### src/rtl/key_evt_pkg.sv
// ----------------------------------------------------------------------------
// key_evt_pkg
// Shared definitions for the key event decoder: the FSM state encoding and
// the default timing constants, in clk cycles at 50 MHz.
// ----------------------------------------------------------------------------
package key_evt_pkg;

    typedef enum logic [2:0] {
        IDLE,
        PRESS1,
        WAIT2,
        PRESS2,
        LONG_HOLD
    } key_state_e;

    localparam int unsigned CNT_W_DEF       = 26;
    localparam int unsigned LONG_CNT_DEF    = 49_999_999; // 1 s
    localparam int unsigned DBL_GAP_CNT_DEF = 14_999_999; // 300 ms
    localparam int unsigned REPEAT_CNT_DEF  = 9_999_999;  // 200 ms

endpackage

### src/rtl/key_evt_timer.sv
// ----------------------------------------------------------------------------
// key_evt_timer
// Saturating up-counter with an equality compare. One instance is shared by
// every state of the key event FSM, which selects the compare limit.
// Ports:
//   clk       in   system clock
//   rst       in   synchronous reset, active-high (count -> 0)
//   i_clear   in   force count to 0 (wins over i_enable)
//   i_enable  in   count up by one; holds at all-ones instead of wrapping
//   i_limit   in   compare value
//   o_hit_eq  out  count == i_limit (combinational)
// ----------------------------------------------------------------------------
module key_evt_timer
    import key_evt_pkg::*;
#(
    parameter int unsigned CNT_W = CNT_W_DEF
) (
    input  logic             clk,
    input  logic             rst,
    input  logic             i_clear,
    input  logic             i_enable,
    input  logic [CNT_W-1:0] i_limit,
    output logic             o_hit_eq
);

    logic [CNT_W-1:0] r_count;

    // NOTE: sequential state uses non-blocking assignments so every flop
    // samples its inputs from before the edge, independent of block order.
    always_ff @(posedge clk) begin
        if (rst) begin
            r_count <= '0;
        end else if (i_clear) begin
            r_count <= '0;
        end else if (i_enable && (r_count != '1)) begin
            r_count <= r_count + CNT_W'(1);
        end
    end

    assign o_hit_eq = (r_count == i_limit);

endmodule

### src/rtl/key_event_decoder.sv
// ----------------------------------------------------------------------------
// key_event_decoder
// Classifies the debounced key level into short-press, long-press and
// double-click events, emitted as registered one-cycle strobes.
// Optional feature: define KEY_REPEAT_EN to emit repeat_pulse every
// REPEAT_CNT+1 cycles while the key is held past the long-press time.
// Ports:
//   clk           in   system clock
//   rst           in   synchronous reset, active-high
//   key_pressed   in   debounced key level, 1 = held
//   short_pulse   out  strobe: single short press
//   long_pulse    out  strobe: long press detected
//   double_pulse  out  strobe: double click
//   repeat_pulse  out  strobe: auto-repeat (constant 0 without KEY_REPEAT_EN)
//   busy          out  FSM not in IDLE
// ----------------------------------------------------------------------------
module key_event_decoder
    import key_evt_pkg::*;
#(
    parameter int unsigned CNT_W       = CNT_W_DEF,
    parameter int unsigned LONG_CNT    = LONG_CNT_DEF,
    parameter int unsigned DBL_GAP_CNT = DBL_GAP_CNT_DEF,
    parameter int unsigned REPEAT_CNT  = REPEAT_CNT_DEF
) (
    input  logic clk,
    input  logic rst,
    input  logic key_pressed,
    output logic short_pulse,
    output logic long_pulse,
    output logic double_pulse,
    output logic repeat_pulse,
    output logic busy
);

    localparam logic [CNT_W-1:0] LONG_LIM   = CNT_W'(LONG_CNT);
    localparam logic [CNT_W-1:0] GAP_LIM    = CNT_W'(DBL_GAP_CNT);
    localparam logic [CNT_W-1:0] REPEAT_LIM = CNT_W'(REPEAT_CNT);

    key_state_e       r_state;
    logic             r_key_prev;
    logic             r_short;
    logic             r_long;
    logic             r_double;
    logic             r_busy;

    logic             w_rise;
    logic             w_fall;
    logic             w_hit;
    logic             w_clear;
    logic             w_enable;
    logic [CNT_W-1:0] w_limit;

    // key_prev resets to 1 so a key held through reset yields no rise.
    assign w_rise = key_pressed & ~r_key_prev;
    assign w_fall = ~key_pressed & r_key_prev;

    // The timer only ever compares against one limit per state.
    always_comb begin
        case (r_state)
            PRESS1:  w_limit = LONG_LIM;
            WAIT2:   w_limit = GAP_LIM;
            default: w_limit = REPEAT_LIM;
        endcase
    end

    // Timer runs only while a state is waiting on its limit; every exit
    // (edge or hit) clears it so the next state starts from 0.
    // NOTE: defaults assigned up front keep this block free of inferred latches.
    always_comb begin
        w_clear  = 1'b1;
        w_enable = 1'b0;
        case (r_state)
            PRESS1: begin
                if (!w_fall && !w_hit) begin
                    w_clear  = 1'b0;
                    w_enable = 1'b1;
                end
            end
            WAIT2: begin
                if (!w_rise && !w_hit) begin
                    w_clear  = 1'b0;
                    w_enable = 1'b1;
                end
            end
`ifdef KEY_REPEAT_EN
            LONG_HOLD: begin
                if (!w_fall && !w_hit) begin
                    w_clear  = 1'b0;
                    w_enable = 1'b1;
                end
            end
`endif
            default: ;
        endcase
    end

    key_evt_timer #(
        .CNT_W (CNT_W)
    ) u_timer (
        .clk      (clk),
        .rst      (rst),
        .i_clear  (w_clear),
        .i_enable (w_enable),
        .i_limit  (w_limit),
        .o_hit_eq (w_hit)
    );

`ifdef KEY_REPEAT_EN
    logic r_repeat;
`endif

    // busy is updated alongside every state change so it always equals
    // (r_state != IDLE) without a decode after the flops.
    always_ff @(posedge clk) begin
        if (rst) begin
            r_state    <= IDLE;
            r_key_prev <= 1'b1;
            r_short    <= 1'b0;
            r_long     <= 1'b0;
            r_double   <= 1'b0;
            r_busy     <= 1'b0;
`ifdef KEY_REPEAT_EN
            r_repeat   <= 1'b0;
`endif
        end else begin
            r_key_prev <= key_pressed;
            r_short    <= 1'b0;
            r_long     <= 1'b0;
            r_double   <= 1'b0;
`ifdef KEY_REPEAT_EN
            r_repeat   <= 1'b0;
`endif
            case (r_state)
                IDLE: begin
                    if (w_rise) begin
                        r_state <= PRESS1;
                        r_busy  <= 1'b1;
                    end
                end
                PRESS1: begin
                    // A release on the very cycle the limit is reached is
                    // still a short press.
                    if (w_fall) begin
                        r_state <= WAIT2;
                    end else if (w_hit) begin
                        r_state <= LONG_HOLD;
                        r_long  <= 1'b1;
                    end
                end
                WAIT2: begin
                    // The state is left at the gap limit, so any rise seen
                    // here is within the double-click window.
                    if (w_rise) begin
                        r_state <= PRESS2;
                    end else if (w_hit) begin
                        r_state <= IDLE;
                        r_short <= 1'b1;
                        r_busy  <= 1'b0;
                    end
                end
                PRESS2: begin
                    if (w_fall) begin
                        r_state  <= IDLE;
                        r_double <= 1'b1;
                        r_busy   <= 1'b0;
                    end
                end
                LONG_HOLD: begin
                    if (w_fall) begin
                        r_state <= IDLE;
                        r_busy  <= 1'b0;
                    end
`ifdef KEY_REPEAT_EN
                    else if (w_hit) begin
                        r_repeat <= 1'b1;
                    end
`endif
                end
                default: begin
                    r_state <= IDLE;
                    r_busy  <= 1'b0;
                end
            endcase
        end
    end

    assign short_pulse  = r_short;
    assign long_pulse   = r_long;
    assign double_pulse = r_double;
    assign busy         = r_busy;
`ifdef KEY_REPEAT_EN
    assign repeat_pulse = r_repeat;
`else
    assign repeat_pulse = 1'b0;
`endif

endmodule

### config.mk
export PLATFORM = sky130hd
export DESIGN_NAME = key_event_decoder
export DESIGN_NICKNAME = d
export VERILOG_FILES = /design/src/rtl/key_evt_pkg.sv /design/src/rtl/key_evt_timer.sv /design/src/rtl/key_event_decoder.sv
export SDC_FILE = /design/constraint.sdc
export NUM_CORES = 1
export LEC_CHECK = 0
export BUFFER_PORTS_ARGS = -buffer_cell sky130_fd_sc_hd__buf_2
export CAP_MARGIN = 10
export CORE_MARGIN = 1.5
export CORE_UTILIZATION = 45
export CTS_BUF_LIST = sky130_fd_sc_hd__clkbuf_4 sky130_fd_sc_hd__clkbuf_8
export DETAILED_ROUTE_END_ITERATION = 8
export GPL_TIMING_DRIVEN = 0
export PLACE_DENSITY_LB_ADDON = 0.25
export SLEW_MARGIN = 25
export SYNTH_ARGS = -nofsm -noshare
export SYNTH_HDL_FRONTEND = slang
export SYNTH_SLANG_ARGS = --single-unit
### constraint.sdc
create_clock -name clk -period 2.15 [get_ports clk]
set_input_delay 0.215 -clock clk [delete_from_list [all_inputs] [get_ports clk]]
set_output_delay 0.215 -clock clk [all_outputs]
set_load 0.01 [all_outputs]
==> run_results.csv, run 1 <==
group,metric,value,unit
yosys,post_synth_edffs,0,
placed_design,pre_cts_slack,-0.336,ns
global_routing,via_count_of_the_first_global_routing_pass,1800,
pwr,worst_ir_drop_vdd,0.274,mV
yosys,synthesis.area,1970,µm²
global_routing,wire_length_of_the_first_global_routing_pass,8580,µm
placed_design,post_dp_cell_area,2060,µm²
clock_tree,post_cts_hold_buffer_count,0,
placed_design,routability_cong,0.901,
setup_path,crit_arrival,2.26,ns
clock_tree,clk_path_buf_depth,2,
placed_design,port_buffers,6,
clock_tree,worstSkewPairLatency,0.29,ns
yosys,synth_area_leader_cell,"dfxtp_1",
routing,antenna_left,0,
floorplan,floorplan.rows,23,
yosys,ys_seq_area_frac,0.346,
clock_tree,cts-root-buf,"clkbuf_8",
global_routing,globalRouteOverflowTotal,0,
routing,drtIter0Drc,217,
yosys,synth-seq-cells,34,
final_layout,area_delta_synth_final,20.9,%
sta,maxClockFrequency,0.479,GHz
sta,final_setup_violation_count,0,
sta,worst-slew-pin-transition,0.472,ns
floorplan,die-width,69.1,µm
floorplan,design.die.area,4780,µm²
sta,fin_ws,0.0640,ns
sta,setup-tns-final,0,ns
floorplan,die-height,69.1,µm
final_layout,layout.cells.non_filler,313,
yosys,yosys_warnings,0,
setup_path,crit-reg2reg-launch,"u_timer.r_count[9]$_SDFFE_PP0P_",
sta,min_period,2.09,ns
routing,drt-vias-per-instance,6.31,
global_routing,all_layer_global_routing_usage,0.217,
routing,routed-via-count,1975,
final_layout,insertedDiodeCount,0,
clock_tree,clk_pin_slew_worst_paths,0.07,ns
yosys,syn_inst,240,
yosys,synth_area_per_cell,8.20,µm²
floorplan,initial_cell_density_of_the_core,0.481,
final_layout,design_area,2380,µm²
global_routing,grt_antenna_before_repair,0,
yosys,synthesis.nets,244,
yosys,synth_top_area_frac,0.346,
setup_path,worst-path-max-fanout,6,
global_routing,grt_start_max_net_pins,11,
routing,drt-pass1-iter-count,5,
yosys,synth_ff_type,"dfxtp_1",
outcome,outcome,"finished clean",
sta,final-hold-violation-count,0,
sta,holdWs,0.165,ns
final_layout,layout-drive-gt1-share,0.278,
final_layout,design.final.nets,266,
min_path,hold_class,"input pin to flip-flop",
sta,slew_violations,0,
floorplan,design.core.area,4090,µm²
job,cap_violations,0,
routing,remaining_drc_errors,0,
pwr,p_per_area,507,nW/µm²
min_path,min-delay-start,"key_pressed",
routing,avgRoutedWirePerCell,16.8,µm
floorplan,io-pin-count,8,
yosys,synth_cell_type_count,45,
sta,timing.slew.headroom,0.677,
placed_design,dpl.cell_count,296,
routing,wl,5260,µm
setup_path,critical_path.startpoint_type,"flip-flop",
setup_path,critical_path.startpoint,"u_timer.r_count[9]$_SDFFE_PP0P_",
yosys,async_reset_ff_frac,0,
setup_path,criticalPathCategory,"flip-flop to flip-flop",
clock_tree,h-tree-depth,2,
clock_tree,tritoncts,"yes",
clock_tree,cts_made_buffers,5,
final_layout,layout.core_utilization,0.582,
pwr,totalPowerFinal,1.21,mW
clock_tree,clock-sinks,34,
setup_path,worst-endpoint-required,2.32,ns
sta,finalCritPeriodShare,0.970,
setup_path,worstSetupEndpointType,"flip-flop",
sta,grt_setup_unrepaired,"yes",
yosys,top_cells_by_area_in_the_synthesized_netlist,"dfxtp_1 (35%), o31ai_1 (8.0%), or4_1 (7.3%), a21oi_1 (6.9%), nand3_1 (3.6%)",
sta,worst_clock_skew,0.00421,ns
pwr,p_leak,0.699,nW
placed_design,dp_hpwl,3420,µm
## critical path, stage by stage (launching register included)
cell,delay [ns]
dfxtp_4,0.36
nand4bb_1,0.16
or4_1,0.47
a211o_1,0.37
o311ai_4,0.23
buf_6,0.18
buf_6,0.14
a21oi_1,0.05
## synthesized netlist by cell type, drive strengths merged, types with 3 or more instances
master and count:
or4 19, o31ai 21, nand3 14, and3 4, clkbuf 5, nor2b 4, a31oi 3, dfxtp 34
inv 6, xnor2 4, nand4 9, nor2 14, or3 4, nor3 6, nand2b 3, o21ai 6
a21oi 27, buf 10, nand2 15, nor3b 3
## worst paths after layout
kind / slack (ns) / depth (start not counted) / endpoint
setup / recovery: 0.06 / 7 / u_timer.r_count[17]$_SDFFE_PP0P_
hold / removal: 0.17 / 2 / r_key_prev$_SDFF_PP1_
setup reg to reg: 0.06 / 7 / u_timer.r_count[17]$_SDFFE_PP0P_
hold reg to reg: 0.51 / 2 / u_timer.r_count[4]$_SDFFE_PP0P_
## logic make-up (layout without fill, tap and decap cells)
kind of cell             Yosys count  in the layout  share of synthesized area
buffers and inverters             21             44                     0.0579
AND/OR/NAND/NOR                  109            109                      0.330
other                              1              1                    0.00191
flip-flops                        34             34                      0.346
adder cells (fa/ha/maj)            1              1                    0.00636
multiplexers                       1              1                    0.00572
AO/OA/AOI/OAI                     69             69                      0.235
XOR/XNOR                           4              4                     0.0178
## sequential cells by signal (all words and copies together) (netlist names)
signal,cells
busy,1
long_pulse,1
double_pulse,1
r_key_prev,1
short_pulse,1
u_timer.r_count,26
r_state,3
## placed cells by master (no fill, tap or decap), types with 2 or more instances in the layout
master and n:
a211o_1 2, a21oi_1 17, a21oi_2 10, a31oi_1 2
and3_1 4, buf_2 7, buf_4 13, buf_6 5
clkbuf_1 2, clkbuf_4 3, clkbuf_8 6, dfxtp_1 24
dfxtp_2 9, inv_1 6, nand2_1 14, nand2b_1 3
nand3_1 14, nand4_1 9, nor2_1 13, nor2b_1 4
nor3_1 3, nor3_4 2, nor3b_1 2, nor4_1 2
o21ai_0 6, o31ai_1 21, or2_2 2, or3_1 4
or4_1 19, xnor2_1 3
## report_power, final
group	internal [mW]	switching [mW]	leakage [nW]
logic	0.0300	0.0433	0.368
clock network	0.271	0.226	0.0517
registers	0.633	0.00419	0.280
total	0.933	0.273	0.699
## per-layer routing
metal	global-route usage	wire length, µm	up-vias
met5	0	0	-
met4	0.0871	100	0
met3	0.0409	247	12
met2	0.339	2430	56
met1	0.296	2480	930
li1	-	-	977
## area by class of cell
cell class	count	area, µm²
well taps	50	62.6
plain buffers	12	95.1
clock buffers	7	90.1
repair buffers	18	131
clock inverters	1	5.00
inverters	6	22.5
multi-input cells	185	1280
fillers	393	1710
flip-flops and latches	34	696
## repair_timing
item	CTS	global route
resized for setup	19	31
endpoints found under the setup margin	29	30
cloned	1	0
setup buffers	10	1
pin swaps	8	6
(Power assumes the default switching activity.)
==> inputs of run 2 (changes only) <==
--- a/config.mk
+++ b/config.mk
@@ -5,6 +5,7 @@
 export SDC_FILE = /design/constraint.sdc
 export NUM_CORES = 1
 export LEC_CHECK = 0
+export ABC_AREA = 1
 export BUFFER_PORTS_ARGS = -buffer_cell sky130_fd_sc_hd__buf_2
 export CAP_MARGIN = 10
 export CORE_MARGIN = 1.5
==> run_results.csv, run 2 <==
group,metric,value,unit
setup_path,rr_endpoint,"u_timer.r_count[24]$_SDFFE_PP0P_",
floorplan,io-pin-count,8,
yosys,synthesis.nets,386,
setup_path,reg2reg_setup_slack,0.16,ns
final_layout,layout.core_utilization,0.511,
floorplan,initial_cell_density_of_the_core,0.463,
floorplan,design.die.area,5630,µm²
clock_tree,h-tree-depth,2,
floorplan,floorplan.rows,26,
sta,finalCritPeriodShare,0.925,
setup_path,crit-reg2reg-launch,"u_timer.r_count[0]$_SDFFE_PP0P_",
setup_path,critical_path.startpoint,"u_timer.r_count[0]$_SDFFE_PP0P_",
yosys,post_synth_edffs,0,
yosys,synth_top_family_by_area,"simple AND/OR/NAND/NOR gates",
clock_tree,worstSkewPairLatency,0.29,ns
setup_path,criticalPathCategory,"flip-flop to flip-flop",
sta,worst-slew-pin-transition,0.506,ns
global_routing,wire_length_of_the_first_global_routing_pass,9810,µm
yosys,yosys-mux-area-fraction,0,
floorplan,die-height,75.0,µm
yosys,synth-seq-cells,34,
setup_path,crit_arrival,2.16,ns
global_routing,all_layer_global_routing_usage,0.229,
placed_design,dp_hpwl,4410,µm
yosys,yosys_warnings,0,
yosys,synth-simple-area-share,0.477,
sta,setup-tns-final,0,ns
placed_design,routability_cong,0.946,
floorplan,die-width,75.0,µm
yosys,synth_cell_type_count,31,
final_layout,layout-drive-gt1-share,0.114,
clock_tree,cts-root-buf,"clkbuf_8",
placed_design,port_buffers,6,
yosys,synth_area_per_cell,6.11,µm²
global_routing,met3_global_route_usage,0.0428,
yosys,synth_most_common_cell,"nand2_1",
routing,antenna_left,0,
sta,final-hold-violation-count,0,
yosys,yosys.area_share.adder,0.00536,
global_routing,grt.met2_usage,0.357,
setup_path,worstSetupEndpointType,"flip-flop",
yosys,syn_inst,382,
clock_tree,clk_pin_slew_worst_paths,0.07,ns
yosys,yosys.area_share.xor_xnor,0.0563,
job,cap_violations,0,
global_routing,grt-busiest-layer,"met2",
setup_path,worst-endpoint-required,2.32,ns
yosys,synthesis.area,2330,µm²
yosys,top_cells_by_area_in_the_synthesized_netlist,"dfxtp_1 (29%), nand2_1 (21%), nor2_1 (9.7%), nand4_1 (7.0%), a21oi_1 (6.6%)",
final_layout,filler_cell_count,518,
pwr,worst_ir_drop_vdd,0.238,mV
final_layout,largest_reg_flops,26,
yosys,synth_ff_type,"dfxtp_1",
routing,drt-vias-per-instance,5.15,
min_path,hold_class,"input pin to flip-flop",
setup_path,critical_path.startpoint_type,"flip-flop",
yosys,ys_seq_area_frac,0.292,
final_layout,insertedDiodeCount,0,
routing,drt-pass1-iter-count,5,
final_layout,register_area,683,µm²
final_layout,max_flop_register,"u_timer.r_count",
sta,fin_ws,0.162,ns
clock_tree,cts_made_buffers,5,
global_routing,grt_start_max_net_pins,11,
clock_tree,clk_path_buf_depth,2,
global_routing,via_count_of_the_first_global_routing_pass,2090,
final_layout,layout.cells.most_common,"nand2_1",
setup_path,ff2ff_path_depth,11,
yosys,synth_top_area_frac,0.292,
final_layout,layout_common_cells,"nand2_1 (129), nor2_1 (60), dfxtp_1 (32), a21oi_1 (31), nand4_1 (26)",
yosys,synth.cells.most_frequent,"nand2_1 (129), nor2_1 (60), dfxtp_1 (34)",
global_routing,grt_antenna_before_repair,0,
clock_tree,tritoncts,"yes",
final_layout,multi_input_comb_area,1460,µm²
sta,slew_violations,0,
placed_design,pre_cts_slack,-0.148,ns
clock_tree,post-cts-setup-buffers,0,
global_routing,globalRouteOverflowTotal,0,
clock_tree,clock-sinks,34,
min_path,hold_depth,2,
yosys,area_fraction_in_compound_gates_after_synthesis,0.0751,
pwr,p_leak,0.958,nW
routing,drtIter0Drc,143,
final_layout,biggest_registers_after_layout,"u_timer.r_count: 26 flops, r_state: 3 flops",
sta,maxClockFrequency,0.503,GHz
pwr,p_per_area,689,nW/µm²
clock_tree,post_cts_hold_buffer_count,0,
routing,wl,6000,µm
setup_path,worst-path-max-fanout,10,
setup_path,critical_path.endpoint,"u_timer.r_count[24]$_SDFFE_PP0P_",
global_routing,grt.met1_usage,0.313,
outcome,outcome,"finished clean",
yosys,synth_area_leader_cell,"dfxtp_1",
sta,final_setup_violation_count,0,
floorplan,design.core.area,5040,µm²
routing,remaining_drc_errors,0,
yosys,async_reset_ff_frac,0,
routing,avgRoutedWirePerCell,12.9,µm
sta,worst_clock_skew,0.00863,ns
final_layout,design.final.nets,399,
sta,grt_setup_unrepaired,"no",
sta,min_period,1.99,ns
sta,timing.slew.headroom,0.663,
routing,routed-via-count,2399,
final_layout,area_delta_synth_final,10.5,%
run 2: cell count changes after synthesis, sizes merged, moves of 5 or more:
cell / before / now
inv: 6 / 28
nand2: 15 / 133
nand3: 14 / 24
nand4: 9 / 26
nor2: 14 / 63
o21ai: 6 / 1
o31ai: 21 / 0
or4: 19 / 0
xor2: 0 / 9
run 2: report_power, final:
part,total [mW],internal (mW),switching [mW]
clock network,0.511,0.271,0.240
logic,0.571,0.195,0.377
registers,0.694,0.660,0.0342
total,1.78,1.13,0.650
run 2: worst min-delay path by stage:
stage	to	slack [ns]	from
detailed placement	double_pulse$_SDFF_PP0_	0.40	rst
finish	double_pulse$_SDFF_PP0_	0.1	rst
global route	double_pulse$_SDFF_PP0_	0.10	rst
global placement	double_pulse$_SDFF_PP0_	0.40	rst
CTS	double_pulse$_SDFF_PP0_	0.1	rst
floorplan	double_pulse$_SDFF_PP0_	0.29	rst
run 2: kinds of logic (layout without fill, tap and decap cells):
family | after synthesis | after routing
buffers and inverters | 44 | 58
other | 1 | 1
adder cells (fa/ha/maj) | 1 | 1
XOR/XNOR | 15 | 15
AO/OA/AOI/OAI | 34 | 34
AND/OR/NAND/NOR | 253 | 253
flip-flops | 34 | 34
run 2: repair_timing:
item | in CTS | in global routing
setup endpoints to repair | 26 | 25
gates resized for setup | 5 | 4
gates cloned | 0 | 0
run 2: critical path, stage by stage (launching register included):
cell	delay, ns
dfxtp_2	0.43
ha_4	0.21
nand2_1	0.10
nor2_4	0.21
nand2_1	0.07
nor2_1	0.09
nand2_1	0.09
nor2_4	0.12
nand2_4	0.08
nand3_2	0.16
buf_2	0.26
a21oi_1	0.06
run 2: through the flow:
step	instances	hold WS (ns)	total power [mW]	cell area, µm²
5_1_grt	466	0.101	1.87	2580
2_1_floorplan	382	0.294	1.15	2330
3_3_place_gp	458	0.403	1.26	2450
4_1_cts	466	0.0957	1.78	2560
3_5_place_dp	458	0.400	1.27	2450
6_report	466	0.0978	1.78	2580
run 2: area by class of cell:
cell class / instances / area share
Sequential cell: 34 / 0.265
Clock buffer: 7 / 0.0349
Inverter: 30 / 0.0437
Clock inverter: 1 / 0.00194
Tap cell: 70 / 0.0340
Multi-Input combinational cell: 304 / 0.568
Buffer: 14 / 0.0412
Timing Repair Buffer: 6 / 0.0116
run 2: layer usage:
metal | vias up | wire length [µm]
li1 | 1256 | -
met1 | 1069 | 2970
met2 | 62 | 2650
met3 | 12 | 252
met4 | 0 | 126
met5 | - | 0
